===== src/rtl/display_pkg.sv =====
// Shared types and constants for the seven-segment scan controller.
// LEADING_ZERO_BLANK_EN enables auto-blanking of leading zero base digits.
package display_pkg;

    localparam int DIGITS   = 4;
    localparam int NIBBLE_W = 4;
    localparam int SEG_W    = 7;

    typedef enum logic [1:0] {
        BASE,
        PEND,
        MSG
    } state_e;

    // seg[6]=a ... seg[0]=g, indexed by hex value
    localparam logic [0:15][SEG_W-1:0] SEG_LUT = {
        7'b1111110, 7'b0110000, 7'b1101101, 7'b1111001,
        7'b0110011, 7'b1011011, 7'b1011111, 7'b1110000,
        7'b1111111, 7'b1111011, 7'b1110111, 7'b0011111,
        7'b1001110, 7'b0111101, 7'b1001111, 7'b1000111
    };

    function automatic logic [DIGITS-1:0] lzb_mask(
        input logic [DIGITS*NIBBLE_W-1:0] v
    );
        logic [DIGITS-1:0] m;
        m    = '0;
        m[3] = (v[15:12] == 4'h0);
        m[2] = m[3] && (v[11:8] == 4'h0);
        m[1] = m[2] && (v[7:4] == 4'h0);
        return m;
    endfunction

endpackage


===== src/rtl/hex_to_segments.sv =====
// Combinational hex nibble to active-high segment decode.
module hex_to_segments
    import display_pkg::*;
(
    input  logic [NIBBLE_W-1:0] nibble_i,
    output logic [SEG_W-1:0]    seg_o
);

    assign seg_o = SEG_LUT[nibble_i];

endmodule


===== src/rtl/display_scan_ctrl.sv =====
// 4-digit scan scheduler with base/message arbitration.
// Optional LEADING_ZERO_BLANK_EN blanks leading zero base digits.
module display_scan_ctrl
    import display_pkg::*;
#(
    parameter int SCAN_DIV   = 50000,
    parameter int MSG_FRAMES = 200
) (
    input  logic        clk,
    input  logic        rst_n,
    input  logic [15:0] base_val,
    input  logic [3:0]  base_blank,
    input  logic        msg_req,
    input  logic [15:0] msg_val,
    output logic        msg_ack,
    output logic        msg_active,
    output logic [3:0]  an,
    output logic [6:0]  seg,
    output logic [3:0]  digit
);

    localparam logic [15:0] PRE_MAX   = 16'(SCAN_DIV - 1);
    localparam logic [7:0]  HOLD_INIT = 8'(MSG_FRAMES - 1);

    logic [15:0] pre_q, pre_d;
    logic [1:0]  idx_q, idx_d;
    logic        init_q;
    state_e      state_q, state_d;
    logic [7:0]  hold_q, hold_d;
    logic        reload_q, reload_d;
    logic [15:0] msg_buf_q, msg_buf_d;
    logic        ack_q;
    logic        snap_msg_q, snap_msg_d;
    logic [15:0] snap_val_q, snap_val_d;
    logic [3:0]  snap_blank_q, snap_blank_d;
    logic [3:0]  an_q, an_d;
    logic [6:0]  seg_q, seg_d;
    logic [3:0]  digit_q, digit_d;

    logic        tick;
    logic        frame_end;
    logic        snap_en;
    logic [3:0]  base_blank_eff;
    logic [3:0]  sel_nib;
    logic        sel_blank;
    logic [6:0]  dec_seg;

    assign tick      = (pre_q == PRE_MAX);
    assign frame_end = tick && (idx_q == 2'd3);
    assign snap_en   = frame_end || !init_q;

`ifdef LEADING_ZERO_BLANK_EN
    assign base_blank_eff = base_blank | lzb_mask(base_val);
`else
    assign base_blank_eff = base_blank;
`endif

    assign sel_nib   = snap_val_q[{idx_q, 2'b00} +: NIBBLE_W];
    assign sel_blank = snap_blank_q[idx_q];

    hex_to_segments u_dec (
        .nibble_i (sel_nib),
        .seg_o    (dec_seg)
    );

    always_comb begin
        pre_d = tick ? 16'd0 : pre_q + 16'd1;
        idx_d = tick ? idx_q + 2'd1 : idx_q;
    end

    // A re-request in MSG restarts the full hold from the next frame,
    // so the frame_end that closes the current frame must not decrement.
    always_comb begin
        state_d   = state_q;
        hold_d    = hold_q;
        reload_d  = reload_q;
        msg_buf_d = msg_req ? msg_val : msg_buf_q;
        unique case (state_q)
            BASE: begin
                reload_d = 1'b0;
                if (msg_req) state_d = PEND;
            end
            PEND: begin
                if (frame_end) begin
                    state_d  = MSG;
                    hold_d   = HOLD_INIT;
                    reload_d = 1'b0;
                end
            end
            MSG: begin
                if (frame_end) begin
                    reload_d = 1'b0;
                    if (msg_req || reload_q) begin
                        hold_d = HOLD_INIT;
                    end else if (hold_q == 8'd0) begin
                        state_d = BASE;
                    end else begin
                        hold_d = hold_q - 8'd1;
                    end
                end else if (msg_req) begin
                    hold_d   = HOLD_INIT;
                    reload_d = 1'b1;
                end
            end
            default: state_d = BASE;
        endcase
    end

    always_comb begin
        snap_msg_d   = snap_msg_q;
        snap_val_d   = snap_val_q;
        snap_blank_d = snap_blank_q;
        if (snap_en) begin
            snap_msg_d   = (state_d == MSG);
            snap_val_d   = snap_msg_d ? msg_buf_d : base_val;
            snap_blank_d = snap_msg_d ? 4'h0 : base_blank_eff;
        end
    end

    always_comb begin
        an_d    = an_q;
        seg_d   = seg_q;
        digit_d = digit_q;
        if (tick) begin
            an_d    = sel_blank ? 4'hF : ~(4'b0001 << idx_q);
            seg_d   = sel_blank ? 7'h00 : dec_seg;
            digit_d = sel_nib;
        end
    end

    always_ff @(posedge clk or negedge rst_n) begin
        if (!rst_n) begin
            pre_q        <= '0;
            idx_q        <= '0;
            init_q       <= 1'b0;
            state_q      <= BASE;
            hold_q       <= '0;
            reload_q     <= 1'b0;
            msg_buf_q    <= '0;
            ack_q        <= 1'b0;
            snap_msg_q   <= 1'b0;
            snap_val_q   <= '0;
            snap_blank_q <= '0;
            an_q         <= 4'hF;
            seg_q        <= '0;
            digit_q      <= '0;
        end else begin
            pre_q        <= pre_d;
            idx_q        <= idx_d;
            init_q       <= 1'b1;
            state_q      <= state_d;
            hold_q       <= hold_d;
            reload_q     <= reload_d;
            msg_buf_q    <= msg_buf_d;
            ack_q        <= msg_req;
            snap_msg_q   <= snap_msg_d;
            snap_val_q   <= snap_val_d;
            snap_blank_q <= snap_blank_d;
            an_q         <= an_d;
            seg_q        <= seg_d;
            digit_q      <= digit_d;
        end
    end

    assign msg_ack    = ack_q;
    assign msg_active = (state_q == MSG);
    assign an         = an_q;
    assign seg        = seg_q;
    assign digit      = digit_q;

endmodule


===== config.mk =====
export PLATFORM = sky130hd
export DESIGN_NAME = display_scan_ctrl
export DESIGN_NICKNAME = d
export VERILOG_FILES = /design/src/rtl/display_pkg.sv /design/src/rtl/hex_to_segments.sv /design/src/rtl/display_scan_ctrl.sv
export SDC_FILE = /design/constraint.sdc
export NUM_CORES = 1
export LEC_CHECK = 0
export ABC_AREA = 1
export CELL_PAD_IN_SITES_DETAIL_PLACEMENT = 2
export CELL_PAD_IN_SITES_GLOBAL_PLACEMENT = 2
export CORE_MARGIN = 5
export CORE_UTILIZATION = 35
export DETAILED_ROUTE_END_ITERATION = 16
export PLACE_DENSITY = 0.91
export SYNTH_ARGS = -nofsm -noshare
export SYNTH_HDL_FRONTEND = slang
export SYNTH_SLANG_ARGS = --single-unit

===== constraint.sdc =====
create_clock -name clk -period 3.2 [get_ports clk]
set_clock_uncertainty 0.2 [all_clocks]
set_input_delay 0.8 -clock clk [delete_from_list [all_inputs] [get_ports clk]]
set_output_delay 0.8 -clock clk [all_outputs]
set_load 0.05 [all_outputs]

== Word-level counts from Yosys, hierarchy flattened ==
Memory sizes are Yosys's and may differ from the RTL's.
Cells that the tools add are included.

* Flip-flop bits (word level): 82
* Memory bits (read-only): 112
* Input bits: 39
* Output and inout bits: 17
* Word-level logic and storage cells: 67
* Memories: 1

* Add/sub/neg operators: 3
* Order comparisons: 2
* Eq/ne operators: 8
* Shifts and indexed selects: 2
* Mux-type cells: 26
* Bitwise gates (word level): 2
* Reductions and logical operators: 10

{| class="wikitable"
|+ Memories
! name !! depth !! width !! rd ports !! clocked after memory_dff !! wr ports !! RTL line !! text
|-
| (no name shown) || 16 || 7 || 1 || 0 || 0 || hex_to_segments.sv:9 || <nowiki>assign seg_o = SEG_LUT[nibble_i];</nowiki>
|}

{| class="wikitable"
|+ Operators by type and width
! operator !! count
|-
| 16-bit 2-to-1 mux || 3
|-
| 8-bit 2-to-1 mux || 5
|-
| 7-bit 2-to-1 mux || 3
|-
| 16-bit by 1-bit adder with 16-bit output, second input constant || 1
|-
| 16-bit equality test, second input constant || 1
|-
| 8-bit one-hot mux with 2 select lines || 1
|-
| 16-bit by 5-bit variable part select with 4-bit output || 1
|-
| 2-bit 2-to-1 mux || 5
|-
| 8-bit logical NOT || 1
|-
| 4-bit 2-to-1 mux || 2
|-
| 8-bit by 1-bit subtractor with 8-bit output, second input constant || 1
|-
| 2-bit equality test, second input constant || 3
|-
| 2-bit one-hot mux with 3 select lines || 1
|-
| 5-bit >= comparator, second input constant || 1
|-
| 4-bit inverter with 5-bit output || 1
|-
| 1-bit 2-to-1 mux || 4
|-
| 4-bit inequality test, second input constant || 1
|-
| 4-bit inverter || 1
|-
| 4-bit AND reduction || 1
|-
| 1-bit by 2-bit left shift with 4-bit output, first input constant || 1
|-
| 2-bit by 3-bit < comparator with 1-bit output, second input constant || 1
|-
| 3-bit by 2-bit inequality test with 1-bit output, second input constant || 1
|-
| 1-bit one-hot mux with 3 select lines || 1
|-
| 3-bit AND reduction || 1
|-
| other kinds (10) || 11
|}

== Longest topological paths before layout ==
* Depth after elaboration: 7
* Mapped depth: 15
* Mapped depth without buffers: 14

== Hierarchy ==
From an unflattened synthesis, not the netlist that was laid out.

* Cell total of the unflattened synthesis: 595
* Area, all modules: 4658.2 um2

{| class="wikitable"
|+ Modules (own cells, without submodules)
! module !! times used !! cells each !! area an instance (um2) !! seq. area each (um2)
|-
| display_scan_ctrl || 1 || 543 || 4388.0 || 2057.0
|-
| hex_to_segments || 1 || 52 || 270.3 || 0.0
|}

== Worst setup path after synthesis ==
OpenSTA, ideal clock, no wires.

* Path kind: input -> register
* Start point: input msg_req
* End point: register snap_val_q[15]
* Setup time: 0.117 ns
* Data arrival time: 2.060 ns
* Data required time: 2.883 ns
* Path slack: 0.823 ns
* Stages on the path: 12
* Path buffers: 2
* Cell sequence: buf_2 -> nor2_2 -> nand3_1 -> nor2_1 -> nand3_4 -> nand2_1 -> nand2_1 -> nand2_4 -> buf_2 -> nand3_1 -> nand3_1 -> nand2_1

* Longest elaborated chain between the ends: 6
* Elaborated cells on any way between the ends: 8
* Classes of those cells: 1 x eq/ne; 6 x mux; 1 x reduce/logical

{| class="wikitable"
|+ RTL lines
! element !! RTL line !! text
|-
| start, declared || display_scan_ctrl.sv:13 || <nowiki>input logic msg_req,</nowiki>
|-
| 1-bit logical OR || display_scan_ctrl.sv:93 || <nowiki>if (msg_req || reload_q) begin</nowiki>
|-
| 2-bit 2-to-1 mux || display_scan_ctrl.sv:93 ||
|-
| 2-bit 2-to-1 mux || display_scan_ctrl.sv:91 || <nowiki>if (frame_end) begin</nowiki>
|-
| 2-bit one-hot mux with 3 select lines || display_scan_ctrl.sv:78 || <nowiki>unique case (state_q)</nowiki>
|-
| 2-bit equality test || display_scan_ctrl.sv:114 || <nowiki>snap_msg_d = (state_d == MSG);</nowiki>
|-
| 16-bit 2-to-1 mux (*) || display_scan_ctrl.sv:115 || <nowiki>snap_val_d = snap_msg_d ? msg_buf_d : base_val;</nowiki>
|-
| end signal, assigned || display_scan_ctrl.sv:157 || <nowiki>snap_val_q <= snap_val_d;</nowiki>
|-
| end, declared || display_scan_ctrl.sv:34 || <nowiki>logic [15:0] snap_val_q, snap_val_d;</nowiki>
|}

Mark *: on every way between the ends. The rest lies on a longest branch, timed or not.
A chain may end at the register's enable or synchronous reset.

== Final worst setup path ==
* Start point: register state_q[0]
* End point: output msg_active

* Longest elaborated chain between the ends: 1

{| class="wikitable"
|+ RTL lines
! element !! RTL line !! text
|-
| start, declared || display_scan_ctrl.sv:28 || <nowiki>state_e state_q, state_d;</nowiki>
|-
| start signal, assigned || display_scan_ctrl.sv:151 || <nowiki>state_q <= state_d;</nowiki>
|-
| 2-bit equality test || display_scan_ctrl.sv:166 || <nowiki>assign msg_active = (state_q == MSG);</nowiki>
|-
| end, declared || display_scan_ctrl.sv:16 || <nowiki>output logic msg_active,</nowiki>
|}

Every way passes these cells.

==> results.json <==
{
  "cap_violations": 0,
  "drtAntennaViolNets": 0,
  "cts-root-buf": "clkbuf_16",
  "clk_path_buf_depth": 2,
  "internal-power_w": 0.00220,
  "timing.setup.critical_path_class": "reg -> out",
  "wl_per_cell_um": 19.3,
  "finish.utilization_pct": 44.5,
  "synth_edf_count": 0,
  "async_flop_share_pct": 100,
  "synth.net_count": 631,
  "die_area_um2": 15200,
  "routed_wl_um": 15600,
  "grt_max_degree": 49,
  "critPathLaunchType": "flop",
  "clkTransAtPathRegs_ns": 0.06,
  "post_cts_buffers": 0,
  "cts_tree": "built",
  "power_density_nw_per_um2": 560,
  "clock_power_share_pct": 42.4,
  "fin_setup_tns_ns": 0,
  "nNetsFinal": 687,
  "synth.avg_cell_area_um2": 7.82,
  "r2r_start": "idx_q[1]",
  "place.gp.congestion": 0.805,
  "layout-drive-gt1-share_pct": 11.3,
  "synth-seq-cells": 82,
  "synth_cell_types": 37,
  "dr.pass1.iters": 4,
  "grt_usage_pct": 22.3,
  "netlist.area_leader.share_pct": 43.4,
  "crit_path_cell_trace": "inv_1 -> ha_1 -> clkdlybuf4s50_1",
  "ctsResizeCount": 0,
  "p_comb_share_pct": 20.1,
  "cts_sinks": 82,
  "setup_viol": 0,
  "instances_no_fill": 809,
  "hold_violations": 0,
  "grt_pass1_vias": 4870,
  "fill_cells": 1448,
  "dr.first_iter.drc_count": 126,
  "place_inst": 793,
  "ys_seq_area_share_pct": 45.7,
  "maxSlewViolCount": 0,
  "core_um2": 12600,
  "p_sw_share_pct": 30.2,
  "syn_area_um2": 4500,
  "syn_inst": 576,
  "drc": 0,
  "holdBufCountCts": 0,
  "n_antenna_cell": 0,
  "leakagePower_nw": 2.74,
  "path_delay_family": "buffers and inverters",
  "pin_count": 56,
  "cp-end-kind": "output pin",
  "grt_pass1_wl_um": 25900,
  "period_share_pct": 92.8,
  "path_buf_inv": 2,
  "start_util_pct": 35.7,
  "synthFlopType": "dfrtp_1",
  "vias": 4118,
  "cp.arrival_ns": 1.97,
  "cp.required_ns": 2.20,
  "cpPeakStageDelay_ns": 0.83,
  "rsz0062_at_grt": "false",
  "htree_levels": 3,
  "period_needed_ns": 2.97,
  "gr-total-overflow": 0,
  "switchingPower_w": 0.000951,
  "yosysMostFrequentCell": "nand2_1",
  "crit_start": "state_q[0]",
  "netlist_top_cells_area": "dfrtp_1 (43%), nand2_1 (12%), nand3_1 (6.4%)",
  "tightest_slew_ns": 0.609,
  "cp_max_fo": 3,
  "die_width_um": 123,
  "clk_latency_ns": 0.36,
  "num_rows": 41,
  "yosys_warnings": 0,
  "portBuffers": 55,
  "cp_slowest_cell": "clkdlybuf4s50_1",
  "outcome": "completed",
  "routed_via_density": 5.09,
  "place_hpwl_um": 11000,
  "synth_top_area_cell": "dfrtp_1",
  "antenna_found_initial": 0,
  "hp-class": "in -> async",
  "synthTopCellsByCount": "nand2_1 (141), dfrtp_1 (78), inv_1 (76)",
  "cts_buffers": 9,
  "area_growth_pct": 24.8,
  "maxSlewHeadroom_pct": 59.3,
  "die_h_um": 123,
  "ir_worst_vdd_v": 0.000355,
  "max_freq_mhz": 337,
  "power_frac_seq_pct": 37.6
}
## cell usage in the layout (no fill, tap or decap), drive strengths merged, types with 4 or more instances in the layout
cell type,n
nand2,156
xor2,5
inv,79
dfrtp,78
clkbuf,10
or2,16
nand3,60
o21ai,41
nor2,56
clkdlybuf4s50,54
bufinv,4
nor4,5
buf,10
a21oi,17
ha,16
dfstp,4
nor3,6
## cell type report
type                       instances  area, µm²  share of cell area (%)
sequential                        82       2060                    36.6
multi-input combinational        395       2040                    36.3
timing repair buffer              64        628                    11.2
inverter                          80        300                    5.34
clock buffer                      10        239                    4.25
tap                              172        215                    3.83
clock inverter                     6        138                    2.45
## registers in the layout, summed over array words and instances (netlist names)
name	cells
reload_q	1
an	4
digit	4
msg_ack	1
seg	7
idx_q	2
snap_blank_q	4
init_q	1
pre_q	16
snap_val_q	16
msg_buf_q	16
state_q	2
hold_q	8
## layer usage
metal | vias to the layer above | GRT usage [%] | part of all wire (%)
li1 | 1936 | - | -
met1 | 2068 | 25.9 | 42
met2 | 83 | 40.5 | 52
met3 | 31 | 4.25 | 3.0
met4 | 0 | 8.65 | 2.6
met5 | - | 0 | 0
## cells by family after synthesis
kind of cell / count (synthesis) / synth area share (%)
adder cells (fa/ha/maj): 16 / 4.45
XOR/XNOR: 5 / 0.973
flip-flops: 82 / 45.7
buffers and inverters: 99 / 8.95
AND/OR/NAND/NOR: 302 / 30.8
AO/OA/AOI/OAI: 71 / 9.06
other: 1 / 0.0833
## per-stage QoR
step | total power (W) | instance area, µm² | hold WS [ns] | setup slack (ns)
2_1_floorplan | 0.00158 | 4500 | 0.233 | 0.823
6_report | 0.00315 | 5620 | 0.211 | 0.230
3_5_place_dp | 0.00180 | 5240 | 0.273 | 0.0967
5_1_grt | 0.00331 | 5620 | 0.244 | 0.185
3_3_place_gp | 0.00173 | 5240 | 0.247 | 0.260
4_1_cts | 0.00318 | 5620 | 0.233 | 0.225
## worst register-to-register path: stages, from the launching register on
cell      delay (ns)
dfrtp_1         0.47
clkinv_1        0.32
a32oi_1         0.56
inv_1           0.20
ha_1            0.28
o21ai_0         0.26
a21boi_0        0.24
o21ai_0         0.11
## path summary, 6_finish.rpt
| check | depth (start not counted) | slack (ns) | endpoint |
|---|---|---|---|
| min in group clk | 2 | 0.28 | digit[3] |
| worst min register to register | 2 | 0.28 | digit[3] |
| worst max register to register | 7 | 0.43 | seg[4] |
| worst max-delay path | 3 | 0.23 | msg_active |
| max in group asynchronous | 2 | 1.96 | snap_val_q[13] |
| worst min-delay path | 1 | 0.21 | pre_q[9] |
## power groups by stage
stage / registers, W / clock network, W / logic (W)
floorplan: 0.00118 / 0 / 0.000397
global placement: 0.00119 / 0 / 0.000540
detailed placement: 0.00120 / 0 / 0.000599
CTS: 0.00118 / 0.00136 / 0.000638
global route: 0.00119 / 0.00141 / 0.000704
finish: 0.00118 / 0.00133 / 0.000632
Power figures use the tool's default switching activity.
==> variant 1 (same settings) <==
The option `LEADING_ZERO_BLANK_EN` is turned on by a define.
--- a/src/rtl/display_scan_ctrl.sv
+++ b/src/rtl/display_scan_ctrl.sv
@@ -2,2 +2,4 @@
 // Optional LEADING_ZERO_BLANK_EN blanks leading zero base digits.
+`define LEADING_ZERO_BLANK_EN
+
 module display_scan_ctrl
Formal check against the unedited RTL: same outputs for any inputs over 10 cycles, from zero or initial values and one cycle with rst_n low; that may be too few to reach the edited logic, so the function may still have changed.
==> variant 1 against the unedited design <==
Synthesized cell count increased by 1.2%. Sequential cell count unchanged. Final area fell by 2.1%. Synthesized area decreased by 0.89%. Core utilization is 0.75 points lower. Count of clock-buffer cells in the layout rose by 2. Sequential share of layout area rose by 0.78 points. Wire length shrank 4.0%. Non-clock buffer count stayed put. Register-to-register slack worse by 0.05 ns. Worst setup slack improved by 0.055 ns. Final cell count rose by 0.87%.
Power is not compared: it rests on default switching activity, and its combinational part moved more than twofold at a synthesized area within 25%.
==> variant 1: results <==
export IMPL_grt_pass1_wl_um=25400
export IMPL_drive_above_1_share=0.0963
export IMPL_cp_max_fo=3
export IMPL_status="finished, final reports clean"
export IMPL_design_area_um2=5500
export IMPL_nFillCells=1457
export IMPL_synth_area_leaders="dfrtp_1, nand2_1, inv_1"
export IMPL_io_buffer_count=55
export IMPL_placed_area_um2=5220
export IMPL_yosysWarnings=0
export IMPL_tightestPinTransition_ns=0.715
export IMPL_viasPerCell=5.02
export IMPL_dp_hpwl_um=10800
export IMPL_p_seq_mw=1.10
export IMPL_cp_arrival_ns=1.92
export IMPL_reg2reg_from="idx_q[1]"
export IMPL_p_leak_nw=2.66
export IMPL_fin_crit_ns=2.92
export IMPL_crit_path_end="msg_active"
export IMPL_synthTopCellsByCount="nand2_1, dfrtp_1, inv_1"
export IMPL_cts_resized=0
export IMPL_power_mw=2.39
export IMPL_nets=695
export IMPL_reg2reg_depth=7
export IMPL_post_cts_buffers=0
export IMPL_drt_initial_drc_count=184
export IMPL_power_frac_comb=0.095
export IMPL_drt_wl_total_um=15000
export IMPL_p_int_mw=1.79
export IMPL_htree_levels=3
export IMPL_synthDistinctLibCells=40
export IMPL_grt_pass1_vias=4860
export IMPL_syn_num_nets=638
export IMPL_synth_seq_area_share=0.461
export IMPL_grt_max_degree=51
export IMPL_dp_cells=801
export IMPL_cp_startpoint="state_q[0]"
export IMPL_dr_pass1_iters=4
export IMPL_synthArstFlopShare=1.00
export IMPL_r2r_end="seg[4]"
export IMPL_clockBufferDepth=2
export IMPL_syn_avg_cell_area_um2=7.65
export IMPL_hold_ws_ns=0.179
export IMPL_peakVddDrop_v=0.000301
export IMPL_track_usage=0.218
export IMPL_gp_congestion=0.842
export IMPL_place_ws_ns=0.0703
export IMPL_vias=4097
export IMPL_worstSkewPairLatency_ns=0.36
export IMPL_reg2reg_slack_ns=0.38
-- variant 1: cells by family after synthesis --
kind of cell / synth area share
flip-flops: 0.461
buffers and inverters: 0.0909
XOR/XNOR: 0.00589
AND/OR/NAND/NOR: 0.297
adder cells (fa/ha/maj): 0.0449
other: 0.000840
AO/OA/AOI/OAI: 0.0995
-- variant 1: metal layers --
layer  vias up  routed length, um  GRT usage
met2        76               7670      0.382
met3        27                484     0.0531
met4         0                362     0.0756
met5         -                  0          0
met1      2042               6470      0.262
li1       1952                  -          -
-- variant 1: layout make-up --
class / count / area share
Timing Repair Buffer: 64 / 0.114
Multi-Input combinational cell: 399 / 0.363
Sequential cell: 82 / 0.374
Clock buffer: 12 / 0.0448
Tap cell: 172 / 0.0391
Clock inverter: 3 / 0.00728
Inverter: 84 / 0.0573
-- variant 1: critical path, delay by kind of cell, from the launching register on --
kind       cells  cell delay [ns]
flops          1             0.40
buf+inv        2             0.95
fa+ha+maj      1             0.21
==> variant 2 (same settings) <==
Made on the original files. Put one more register stage on the output `seg`, cleared by the reset. The value now appears one clock later. The other outputs are not delayed to match.
--- a/src/rtl/display_scan_ctrl.sv
+++ b/src/rtl/display_scan_ctrl.sv
@@ -167,3 +167,9 @@
     assign an         = an_q;
-    assign seg        = seg_q;
+    always_ff @(posedge clk or negedge rst_n) begin
+        if (!rst_n) begin
+            seg <= '0;
+        end else begin
+            seg <= seg_q;
+        end
+    end
     assign digit      = digit_q;
Check against the original RTL: same outputs for any inputs over 10 cycles, from zero or initial values and one cycle with rst_n low; that may be too few to reach the edited logic, so the function may still have changed.
==> variant 2 against the unedited design <==
Hold slack got worse by 0.059 ns. Global-route usage decreased by 2.9 points. Wire length decreased by 7.7%. First-iteration DRC count increased by 2.4%. Highest routed layer unchanged. Sequential cell count increased by 7. Total power decreased by 1.6%. Synthesized area increased by 1.6%. Largest power group is now sequential cells. Register-to-register slack got worse by 0.05 ns. Worst setup slack improved by 0.028 ns. Final area increased by 0.56%.
==> variant 2: results <==
export IMPL_synth_area_um2=4570
export IMPL_reg2reg_slack_ns=0.38
export IMPL_p_leak_nw=2.80
export IMPL_syn_num_nets=623
export IMPL_drive_above_1_share=0.0876
export IMPL_cp_arrival_ns=1.94
export IMPL_place_ws_ns=0.0750
export IMPL_multi_input_area_um2=1940
export IMPL_r2r_end="snap_val_q[3]"
export IMPL_use_met2=0.350
export IMPL_peakVddDrop_v=0.000215
export IMPL_synth_seq_area_share=0.488
export IMPL_use_met3=0.0399
export IMPL_nets=678
export IMPL_nClkBuffers=11
export IMPL_met1_usage=0.232
export IMPL_p_seq_mw=1.27
export IMPL_grt_pass1_vias=4787
export IMPL_placed_area_um2=5310
export IMPL_seq_cells=89
export IMPL_synth_area_leaders="dfrtp_1, nand2_1, inv_1"
export IMPL_grt_max_degree=66
export IMPL_vias=4023
export IMPL_clockBufferDepth=2
export IMPL_fin_crit_sh=0.919
export IMPL_status="finished, final reports clean"
export IMPL_final_nonclk_buf_share=0.107
export IMPL_nFillCells=1460
export IMPL_gp_congestion=0.850
export IMPL_multi_input_comb_cells=378
export IMPL_p_int_mw=2.19
export IMPL_drt_initial_drc_count=129
export IMPL_track_usage=0.194
export IMPL_p_per_area_nw_per_um2=548
export IMPL_buffers_excl_clock=61
export IMPL_reg2reg_from="pre_q[0]"
export IMPL_synthDistinctLibCells=34
export IMPL_dp_hpwl_um=10400
export IMPL_slowest_delay_ns=0.81
export IMPL_crit_path_end="msg_active"
export IMPL_clk_share=0.0611
export IMPL_sh_seq_area=0.395
export IMPL_antenna_found_initial=0
export IMPL_grt_pass1_wl_um=24600
export IMPL_n_all_inverters=84
export IMPL_p_clk_frac=0.404
export IMPL_io_buffer_count=55
export IMPL_synthTopCellsByCount="nand2_1, dfrtp_1, inv_1"
export IMPL_reg2reg_depth=13
export IMPL_tightestPinTransition_ns=0.696
export IMPL_wl_per_cell_um=18.0
variant 2: cells by family after synthesis:
logic type                 Yosys count  synth area share
and+or+nand+nor                    281             0.276
buffers and inverters              101            0.0881
DFF                                 89             0.488
AOI/OAI and AO/OA                   71            0.0862
adders and majority gates           16            0.0438
xor gates and xnor gates             9            0.0172
other                                1          0.000820
variant 2: how the worst min path moves through the flow:
stage	cells after the start	startpoint	slack, ns	end
after floorplan	0	seg_q[0]	0.15	seg[0]
after CTS	1	rst_n	0.16	pre_q[11]
final	1	rst_n	0.15	pre_q[11]
after global placement	0	seg_q[0]	0.16	seg[0]
after detailed placement	0	seg_q[5]	0.16	seg[5]
after global routing	1	rst_n	0.18	pre_q[11]
variant 2: metal layers:
metal	wire [um]	part of all wire
met1	6280	0.44
met2	7430	0.52
met3	482	0.033
met4	210	0.015
met5	0	0
variant 2: metrics by stage:
step	util	cells
6_report	0.444	800
4_1_cts	0.444	800
5_1_grt	0.444	800
3_5_place_dp	0.417	784
3_3_place_gp	0.417	784
2_1_floorplan	-	568
